### src/rtl/mm_pkg.sv
// Shared definitions for the matrix-multiplier slice: loader FSM states,
// matrix selector and the bank/address width helpers.
package mm_pkg;

    typedef enum logic [2:0] {
        ST_IDLE   = 3'd0,
        ST_LOAD_A = 3'd1,
        ST_LOAD_B = 3'd2,
        ST_DRAIN  = 3'd3,
        ST_RUN    = 3'd4,
        ST_DONE   = 3'd5
    } mm_state_e;

    typedef enum logic {
        MAT_A = 1'b0,
        MAT_B = 1'b1
    } mm_mat_e;

    // ceil(log2(v)) with a floor of one bit, so degenerate sizes still get a port
    function automatic int clog2_min1(input int v);
        return (v <= 2) ? 1 : $clog2(v);
    endfunction

    // Address width of one A bank: each bank holds M/N_BANKS full rows of K elements
    function automatic int aw_a(input int m, input int k, input int n_banks);
        return clog2_min1(m / n_banks * k);
    endfunction

    // Address width of one B bank: each bank holds N/N_BANKS columns of K elements
    function automatic int aw_b(input int k, input int n, input int n_banks);
        return clog2_min1(k * n / n_banks);
    endfunction

endpackage

### src/rtl/mm_bank_addr_gen.sv
// Row-major (row, col) index counter for one matrix, mapped to the bank that
// owns the element and the word address inside that bank. MODE selects the
// A layout (rows interleaved over banks) or the B layout (columns interleaved).
module mm_bank_addr_gen
    import mm_pkg::*;
#(
    parameter mm_mat_e MODE    = MAT_A,
    parameter int      ROWS    = 3,
    parameter int      COLS    = 3,
    parameter int      N_BANKS = 3,
    parameter int      AW      = 2,
    localparam int     BW      = clog2_min1(N_BANKS)
) (
    input  logic          clk,
    input  logic          rst_n,
    input  logic          clr,
    input  logic          step,
    output logic [BW-1:0] bank,
    output logic [AW-1:0] addr,
    output logic          last
);

    localparam int RW = clog2_min1(ROWS);
    localparam int CW = clog2_min1(COLS);

    logic [RW-1:0] row;
    logic [CW-1:0] col;
    logic          row_end;
    logic          col_end;
    logic [31:0]   row_w;
    logic [31:0]   col_w;

    assign row_end = (row == RW'(ROWS - 1));
    assign col_end = (col == CW'(COLS - 1));
    assign last    = row_end && col_end;
    assign row_w   = 32'(row);
    assign col_w   = 32'(col);

    // Advance the row-major index on each accepted element, wrapping at the end
    always_ff @(posedge clk or negedge rst_n) begin
        // NOTE: non-blocking assignments so every register updates from pre-edge values.
        if (!rst_n) begin
            row <= '0;
            col <= '0;
        end else if (clr) begin
            row <= '0;
            col <= '0;
        end else if (step) begin
            if (col_end) begin
                col <= '0;
                row <= row_end ? '0 : row + 1'b1;
            end else begin
                col <= col + 1'b1;
            end
        end
    end

    if (MODE == MAT_A) begin : g_map_a
        // A(r,k): bank r%N_BANKS, addr (r/N_BANKS)*K + k
        assign bank = BW'(row_w % N_BANKS);
        assign addr = AW'((row_w / N_BANKS) * COLS + col_w);
    end else begin : g_map_b
        // B(k,n): bank n%N_BANKS, addr k*(N/N_BANKS) + n/N_BANKS
        assign bank = BW'(col_w % N_BANKS);
        assign addr = AW'(row_w * (COLS / N_BANKS) + col_w / N_BANKS);
    end

endmodule

### src/rtl/mm_stream_loader.sv
// Streaming front-end for the matrix multiplier: takes A then B as one
// row-major valid/ready stream, scatters the elements into the bank Port A
// interfaces, then hands the ports to the controller and runs the job.
module mm_stream_loader
    import mm_pkg::*;
#(
    parameter int  DATA_WIDTH = 16,
    parameter int  M          = 3,
    parameter int  K          = 3,
    parameter int  N          = 3,
    parameter int  N_BANKS    = 3,
    localparam int AW_A       = aw_a(M, K, N_BANKS),
    localparam int AW_B       = aw_b(K, N, N_BANKS)
) (
    input  logic                          clk,
    input  logic                          rst_n,
    input  logic                          load_start,
    input  logic                          s_valid,
    output logic                          s_ready,
    input  logic [DATA_WIDTH-1:0]         s_data,
    input  logic                          s_last,
    output logic                          ctrl_start,
    input  logic                          ctrl_done,
    input  logic [N_BANKS-1:0]            ctrl_en_a,
    input  logic [N_BANKS-1:0]            ctrl_we_a,
    input  logic [N_BANKS*AW_A-1:0]       ctrl_addr_a,
    input  logic [N_BANKS*DATA_WIDTH-1:0] ctrl_din_a,
    input  logic [N_BANKS-1:0]            ctrl_en_b,
    input  logic [N_BANKS-1:0]            ctrl_we_b,
    input  logic [N_BANKS*AW_B-1:0]       ctrl_addr_b,
    input  logic [N_BANKS*DATA_WIDTH-1:0] ctrl_din_b,
    output logic [N_BANKS-1:0]            en_a_brams,
    output logic [N_BANKS-1:0]            we_a_brams,
    output logic [N_BANKS*AW_A-1:0]       addr_a_brams,
    output logic [N_BANKS*DATA_WIDTH-1:0] din_a_brams,
    output logic [N_BANKS-1:0]            en_b_brams,
    output logic [N_BANKS-1:0]            we_b_brams,
    output logic [N_BANKS*AW_B-1:0]       addr_b_brams,
    output logic [N_BANKS*DATA_WIDTH-1:0] din_b_brams,
    output logic                          busy,
    output logic                          job_done,
    output logic                          len_err
);

    localparam int BW = clog2_min1(N_BANKS);

    if ((M % N_BANKS) != 0 || (N % N_BANKS) != 0) begin : g_bad_banks
        $error("mm_stream_loader: M and N must both be multiples of N_BANKS");
    end

    mm_state_e             state;
    logic                  own_ctrl;
    logic                  beat;
    logic                  accept_start;
    logic                  step_a;
    logic                  step_b;
    logic                  final_b;
    logic [BW-1:0]         a_bank;
    logic [BW-1:0]         b_bank;
    logic [AW_A-1:0]       a_addr;
    logic [AW_B-1:0]       b_addr;
    logic                  a_last;
    logic                  b_last;

    logic                  wr_valid;
    mm_mat_e               wr_mat;
    logic [BW-1:0]         wr_bank;
    logic [AW_A-1:0]       wr_addr_a;
    logic [AW_B-1:0]       wr_addr_b;
    logic [DATA_WIDTH-1:0] wr_data;
    logic [N_BANKS-1:0]    ld_en_a;
    logic [N_BANKS-1:0]    ld_en_b;

    assign beat         = s_valid && s_ready;
    assign accept_start = (state == ST_IDLE) && load_start;
    assign step_a       = beat && (state == ST_LOAD_A);
    assign step_b       = beat && (state == ST_LOAD_B);
    assign final_b      = step_b && b_last;

    mm_bank_addr_gen #(
        .MODE    (MAT_A),
        .ROWS    (M),
        .COLS    (K),
        .N_BANKS (N_BANKS),
        .AW      (AW_A)
    ) u_addr_a (
        .clk   (clk),
        .rst_n (rst_n),
        .clr   (accept_start),
        .step  (step_a),
        .bank  (a_bank),
        .addr  (a_addr),
        .last  (a_last)
    );

    mm_bank_addr_gen #(
        .MODE    (MAT_B),
        .ROWS    (K),
        .COLS    (N),
        .N_BANKS (N_BANKS),
        .AW      (AW_B)
    ) u_addr_b (
        .clk   (clk),
        .rst_n (rst_n),
        .clr   (accept_start || (step_a && a_last)),
        .step  (step_b),
        .bank  (b_bank),
        .addr  (b_addr),
        .last  (b_last)
    );

    // Job sequencer with registered handshake outputs and Port A ownership
    always_ff @(posedge clk or negedge rst_n) begin
        if (!rst_n) begin
            state      <= ST_IDLE;
            s_ready    <= 1'b0;
            ctrl_start <= 1'b0;
            busy       <= 1'b0;
            job_done   <= 1'b0;
            own_ctrl   <= 1'b0;
        end else begin
            job_done <= 1'b0;
            case (state)
                ST_IDLE: begin
                    if (load_start) begin
                        state   <= ST_LOAD_A;
                        s_ready <= 1'b1;
                        busy    <= 1'b1;
                    end
                end
                ST_LOAD_A: begin
                    if (step_a && a_last) state <= ST_LOAD_B;
                end
                ST_LOAD_B: begin
                    if (final_b) begin
                        state   <= ST_DRAIN;
                        s_ready <= 1'b0;
                    end
                end
                ST_DRAIN: begin
                    state      <= ST_RUN;
                    ctrl_start <= 1'b1;
                    own_ctrl   <= 1'b1;
                end
                ST_RUN: begin
                    if (ctrl_done) begin
                        state      <= ST_DONE;
                        ctrl_start <= 1'b0;
                        job_done   <= 1'b1;
                    end
                end
                ST_DONE: begin
                    state    <= ST_IDLE;
                    busy     <= 1'b0;
                    own_ctrl <= 1'b0;
                end
                default: begin
                    state      <= ST_IDLE;
                    s_ready    <= 1'b0;
                    ctrl_start <= 1'b0;
                    busy       <= 1'b0;
                    own_ctrl   <= 1'b0;
                end
            endcase
        end
    end

    // Sticky stream-length error: s_last must mark exactly the final B element
    always_ff @(posedge clk or negedge rst_n) begin
        if (!rst_n) begin
            len_err <= 1'b0;
        end else if (accept_start) begin
            len_err <= 1'b0;
        end else if ((beat && s_last && !final_b) || (final_b && !s_last)) begin
            len_err <= 1'b1;
        end
    end

    // Capture each accepted element so its bank write lands on the following cycle
    always_ff @(posedge clk or negedge rst_n) begin
        // NOTE: address/data registers are reset too, so every bank output reads 0 in reset.
        if (!rst_n) begin
            wr_valid  <= 1'b0;
            wr_mat    <= MAT_A;
            wr_bank   <= '0;
            wr_addr_a <= '0;
            wr_addr_b <= '0;
            wr_data   <= '0;
        end else begin
            wr_valid <= beat;
            if (beat) begin
                wr_mat    <= (state == ST_LOAD_B) ? MAT_B : MAT_A;
                wr_bank   <= (state == ST_LOAD_B) ? b_bank : a_bank;
                wr_addr_a <= a_addr;
                wr_addr_b <= b_addr;
                wr_data   <= s_data;
            end
        end
    end

    // Decode the pending write into a one-hot bank enable for the target matrix
    always_comb begin
        // NOTE: defaults first so every path assigns and no latch is inferred.
        ld_en_a = '0;
        ld_en_b = '0;
        for (int i = 0; i < N_BANKS; i++) begin
            ld_en_a[i] = wr_valid && (wr_mat == MAT_A) && (wr_bank == BW'(i));
            ld_en_b[i] = wr_valid && (wr_mat == MAT_B) && (wr_bank == BW'(i));
        end
    end

    // Port A mux: controller owns the banks from RUN entry to DONE exit
    assign en_a_brams   = own_ctrl ? ctrl_en_a   : ld_en_a;
    assign we_a_brams   = own_ctrl ? ctrl_we_a   : ld_en_a;
    assign addr_a_brams = own_ctrl ? ctrl_addr_a : {N_BANKS{wr_addr_a}};
    assign din_a_brams  = own_ctrl ? ctrl_din_a  : {N_BANKS{wr_data}};
    assign en_b_brams   = own_ctrl ? ctrl_en_b   : ld_en_b;
    assign we_b_brams   = own_ctrl ? ctrl_we_b   : ld_en_b;
    assign addr_b_brams = own_ctrl ? ctrl_addr_b : {N_BANKS{wr_addr_b}};
    assign din_b_brams  = own_ctrl ? ctrl_din_b  : {N_BANKS{wr_data}};

endmodule

### config.mk
export PLATFORM = sky130hd
export DESIGN_NAME = mm_stream_loader
export DESIGN_NICKNAME = d
export VERILOG_FILES = /design/src/rtl/mm_pkg.sv /design/src/rtl/mm_bank_addr_gen.sv /design/src/rtl/mm_stream_loader.sv
export SDC_FILE = /design/constraint.sdc
export NUM_CORES = 1
export LEC_CHECK = 0
export CORE_ASPECT_RATIO = 1.25
export CORE_MARGIN = 10
export CORE_UTILIZATION = 34
export CTS_CLUSTER_DIAMETER = 40
export CTS_CLUSTER_SIZE = 40
export DETAILED_ROUTE_END_ITERATION = 10
export PLACE_DENSITY = 0.92
export SYNTH_ARGS = -nofsm -noshare
export SYNTH_HDL_FRONTEND = slang
export SYNTH_SLANG_ARGS = --single-unit
export TNS_END_PERCENT = 5
### constraint.sdc
create_clock -name clk -period 3.81 [get_ports clk]
set_input_delay 0.381 -clock clk [delete_from_list [all_inputs] [get_ports clk]]
set_output_delay 0.381 -clock clk [all_outputs]
set_load 0.01 [all_outputs]
# Yosys cells after proc, flatten, opt, wreduce, memory -nomap -nowiden
# Cells that the tools add are included.
[word_totals]
output_inout_bits = 125
mem_count = 0
wordCells = 127
romBits = 0
ff_bits = 41
latch_bits = 0
mem_bits_rw = 0
[classes]
mux = 40
n_bitwise = 4
n_eq_ne = 15
multipliers = 1
reduce_logical = 40
n_div = 4
n_lt_le_gt_ge = 0
n_addsub = 6
shift = 0
[ops]
columns = ["cell", "count"]
rows = [
  ["$mux 48", 2],
  ["$div 2x2->32 const B", 2],
  ["$mod 2x2->32 const B", 2],
  ["$mul 32x2->2 const B", 1],
  ["$mux 2", 15],
  ["$mux 3", 8],
  ["$logic_and 1x1->1", 19],
  ["$reduce_or 4->1", 4],
  ["$pmux 3 s5", 1],
  ["$mux 6", 2],
  ["$eq 2x2->1 const B", 5],
  ["$reduce_bool 2->1", 5],
  ["$add 2x1->2 const B", 4],
  ["$mux 1", 8],
  ["$reduce_and 2->1", 4],
  ["$eq 3x2->1 const B", 2],
  ["$eq 3x3->1 const B", 2],
  ["$ne 2x2->1 const B", 3],
  ["$pmux 1 s3", 2],
  ["$add 2x2->2", 2],
  ["$not 1->1", 4],
  ["$pmux 1 s2", 2],
  ["$reduce_and 4->1", 1],
  ["$eq 3x1->1 const B", 1],
  ["7 further kinds", 9],
]

# Logic depth before layout (Yosys ltp)
[logic_depth]
depth_word = 8
mapped_depth = 5

# Cells and area by module
# A second synthesis with hierarchy kept.
[hier_totals]
hier_cells = 437
hier_area_um2 = 3084.2
[by_module_without_submodules]
columns = ["mod", "area_per_inst_um2", "seq_area_each_um2", "instances", "cells_each"]
rows = [
  ["mm_stream_loader", 2573.7, 825.8, 1, 390],
  ["mm_bank_addr_gen at u_addr_a", 259.0, 100.1, 1, 24],
  ["mm_bank_addr_gen at u_addr_b", 251.5, 100.1, 1, 23],
]

# Worst setup path before layout
# No wires, ideal clock.
[synth_timing]
path_type = "register to output"
startpoint = "reg own_ctrl"
endpoint = "out addr_a_brams[3]"
arrival_ns = 1.302
path_stages_with_launch = 6
setup_slack_ns = 2.127
required_time_ns = 3.429
path_cell_list = "dfrtp_1 > clkbuf_1 > clkbuf_1 > clkbuf_1 > nand2_1 > nand2_1"
[synth_between]
elab_chain_len = 1
[synth_lines]
columns = ["element", "line", "rtl"]
rows = [
  ["from (decl)", "mm_stream_loader.sv:52", "logic own_ctrl;"],
  ["from (signal assigned)", "mm_stream_loader.sv:120", "own_ctrl <= 1'b0;"],
  ["from (signal assigned)", "mm_stream_loader.sv:143", "own_ctrl <= 1'b1;"],
  ["from (signal assigned)", "mm_stream_loader.sv:155", "own_ctrl <= 1'b0;"],
  ["$mux 6", "mm_stream_loader.sv:215", "assign addr_a_brams = own_ctrl ? ctrl_addr_a : {N_BANKS{wr_addr_a}};"],
  ["to (decl)", "mm_stream_loader.sv:34", "output logic [N_BANKS*AW_A-1:0] addr_a_brams,"],
]
# Every way passes these cells.

# Worst setup path in the final report
[layout_timing]
startpoint = "reg own_ctrl"
endpoint = "out addr_b_brams[2]"
[layout_between]
elab_chain_len = 1
[layout_lines]
columns = ["element", "line", "rtl"]
rows = [
  ["$mux 6", "mm_stream_loader.sv:219", "assign addr_b_brams = own_ctrl ? ctrl_addr_b : {N_BANKS{wr_addr_b}};"],
  ["to (decl)", "mm_stream_loader.sv:38", "output logic [N_BANKS*AW_B-1:0] addr_b_brams,"],
]
# Every way passes these cells.

==> flow_metrics.tcl <==
set metrics [dict create \
    setup-violations-final 0 \
    antenna_found_initial 2 \
    rsz0062_at_grt "no" \
    ys_types 40 \
    seq_area_frac_synth 0.3414 \
    first_iter_violations 338 \
    required_ns 3.43 \
    die_h_um 125.1 \
    gp_congestion 0.9745 \
    routedWlPerCell_um 20.29 \
    htreeDepth 2 \
    start_util 0.3473 \
    finalWirelength_mm 17.25 \
    wl_met1_mm 6.447 \
    rows 38 \
    pwr-share-comb 0.623 \
    viasPerCell 4.953 \
    cts_hold_buf 0 \
    cts_tree "yes" \
    syn_nets 624 \
    timing.hold.ws_ns 0.2151 \
    max_stage_delay_ns 1.14 \
    multi_input_area_um2 1858 \
    max-cap-violations 0 \
    setup.worst_path.start "own_ctrl" \
    cts_resized 0 \
    vias 4210 \
    rr_startpoint "s_ready" \
    relSlewSlack 0.2615 \
    dr.max_layer_used "met5" \
    synth_edf_count 0 \
    powerDensity_nw_per_um2 488.9 \
    avgSynthCellArea_um2 6.261 \
    fillers 746 \
    dp_slack_ns 1.029 \
    grt_overflow 0 \
    reg_top3 "wr_data: 16 flops, state: 3 flops" \
    drv_slew 0 \
    cp_slowest_cell "dfrtp_4" \
    top_register "wr_data" \
    period_needed_ns 3.116 \
    final_cell_mix "nand2_1, clkdlybuf4s50_1, dfrtp_1, nand2b_1, o21ai_0" \
    dr.pass1.iters 5 \
    worst-slew-pin-transition_ns 1.108 \
    startpoint_type "flop" \
    synth-seq-cells 41 \
    die_w_um 104.1 \
    internal_power_mw 1.679 \
    drive_above_1_share 0.02329 \
    synthCells 480 \
    cts_buffer_depth 2 \
    timing.final.ws_setup_ns 0.6937 \
    ff_latch_area_um2 1030 \
    drtAntennaViolNets 0 \
    numPortBuffers 266 \
    power_switching_mw 1.173 \
    drc 0 \
    p_leak_nw 2.989 \
    clkPwrFrac 0.110 \
    power_mw 2.852 \
    crit_chain "buf_4 -> nand2b_1 -> nand2_1 -> clkdlybuf4s50_1" \
    die-area_um2 13020 \
    outcome "finished, final reports clean" \
    ir_drop_mv 0.3259 \
    largest_reg_flops 16 \
    dp_hpwl_mm 14.30 \
    core_area_um2 8653 \
    critical_path_class "flop to output port" \
    met3_wirelength_mm 1.714 \
    clkSlewWorstSetupHoldPaths_ns 0.08 \
    post_cts_buffers 0 \
    finalHoldViolCount 0 \
    syn-cell-area_um2 3005 \
    fmaxAchievable_mhz 320.9 \
    layout_commonest_cell "nand2_1" \
    setup_tns_ns 0 \
    grt_pass1_vias 4074 \
    wl_met2_mm 8.700 \
    async_flop_share 1.000 \
    crit_arrival_ns 2.74 \
    cts_buffers 5 \
    setup.worst_path.end_class "output port" \
    p_seq_frac 0.267 \
    finClkSkew_ns 0.002573 \
    grt_usage 0.2485 \
    area_delta_synth_final_pct 94.13 \
    cts-root-buf "clkbuf_8" \
    layout.nets 873 \
    boundaryPins 267 \
    ys_warn_count 0 \
    clock-sinks 41 \
    path_max_fanout 121 \
    layout_worst_path_cycle_share 0.8179 \
    diodes 0 \
    synthFlopType "dfrtp_1" \
    clkLatencyLatePin_ns 0.29 \
    p_sw_frac 0.4113 \
    min_path_type "input pin to asynchronous set/reset pin" \
    grt_pass1_wl_mm 25.45 \
    grt_max_degree 122 \
]
-- cells in the mapped netlist, types with 4 or more instances --
library cell / n / share of area
clkbuf_1: 25 / 0.031
o21ai_0: 11 / 0.018
a21oi_1: 8 / 0.013
nand2b_1: 23 / 0.048
a21o_1: 6 / 0.015
nand3b_1: 4 / 0.010
nand3_1: 7 / 0.012
inv_1: 5 / 0.0062
nor2_1: 7 / 0.0087
dfrtp_1: 41 / 0.34
nand2_1: 296 / 0.37
-- worst max-delay path: cells and delay by family (launching register included) --
family / cells / cell delay (ns)
DFF: 1 / 1.14
buffers and inverters: 2 / 0.92
and+or+nand+nor: 2 / 0.32
-- per-stage QoR --
step / util / cell area [um^2] / cells
2_1_floorplan: - / 3005 / 480
3_3_place_gp: 0.6625 / 5733 / 842
3_5_place_dp: 0.6625 / 5733 / 842
4_1_cts: 0.6742 / 5834 / 850
5_1_grt: 0.6742 / 5834 / 850
6_report: 0.6742 / 5834 / 850
-- cell families after synthesis --
| family | synth area share |
|---|---|
| AND/OR/NAND/NOR | 0.5146 |
| flip-flops | 0.3414 |
| AO/OA/AOI/OAI | 0.07286 |
| buffers and inverters | 0.04038 |
| multiplexers | 0.01374 |
| XOR/XNOR | 0.008744 |
| adder cells (fa/ha/maj) | 0.008325 |
-- final timing paths --
kind / to / slack (ns) / cells past startpoint
worst min-delay path: wr_mat / 0.22 / 1
worst min register to register: wr_data[10] / 0.48 / 2
worst max register to register: wr_addr_a[1] / 1.56 / 3
worst max-delay path: addr_b_brams[2] / 0.69 / 4
max in group asynchronous: own_ctrl / 2.93 / 1
min in group clk: wr_data[10] / 0.48 / 2
-- power groups by stage --
stage          Clock [mW]  Combinational [mW]  Sequential, mW
6_report            0.313                1.78           0.762
5_1_grt             0.336                1.90           0.789
4_1_cts             0.317                1.79           0.760
3_5_place_dp            0                1.78           0.767
3_3_place_gp            0                1.74           0.752
2_1_floorplan           0               0.834           0.633
-- metal layers --
metal  vias up  global-route usage
met5         -                   0
met4         4             0.06399
met3        25             0.08222
met2       231              0.4387
met1      1942              0.2809
li1       2008                   -
-- cell type report --
type                    instances  share of cell area
repair buffers                268              0.4581
multi-input cells             407              0.3185
flip-flops and latches         41              0.1765
well taps                     120             0.02573
clock buffers                   7             0.01651
inverters                       6            0.003860
clock inverters                 1           0.0008578
Note: power is estimated with default switching activity, not from simulation.
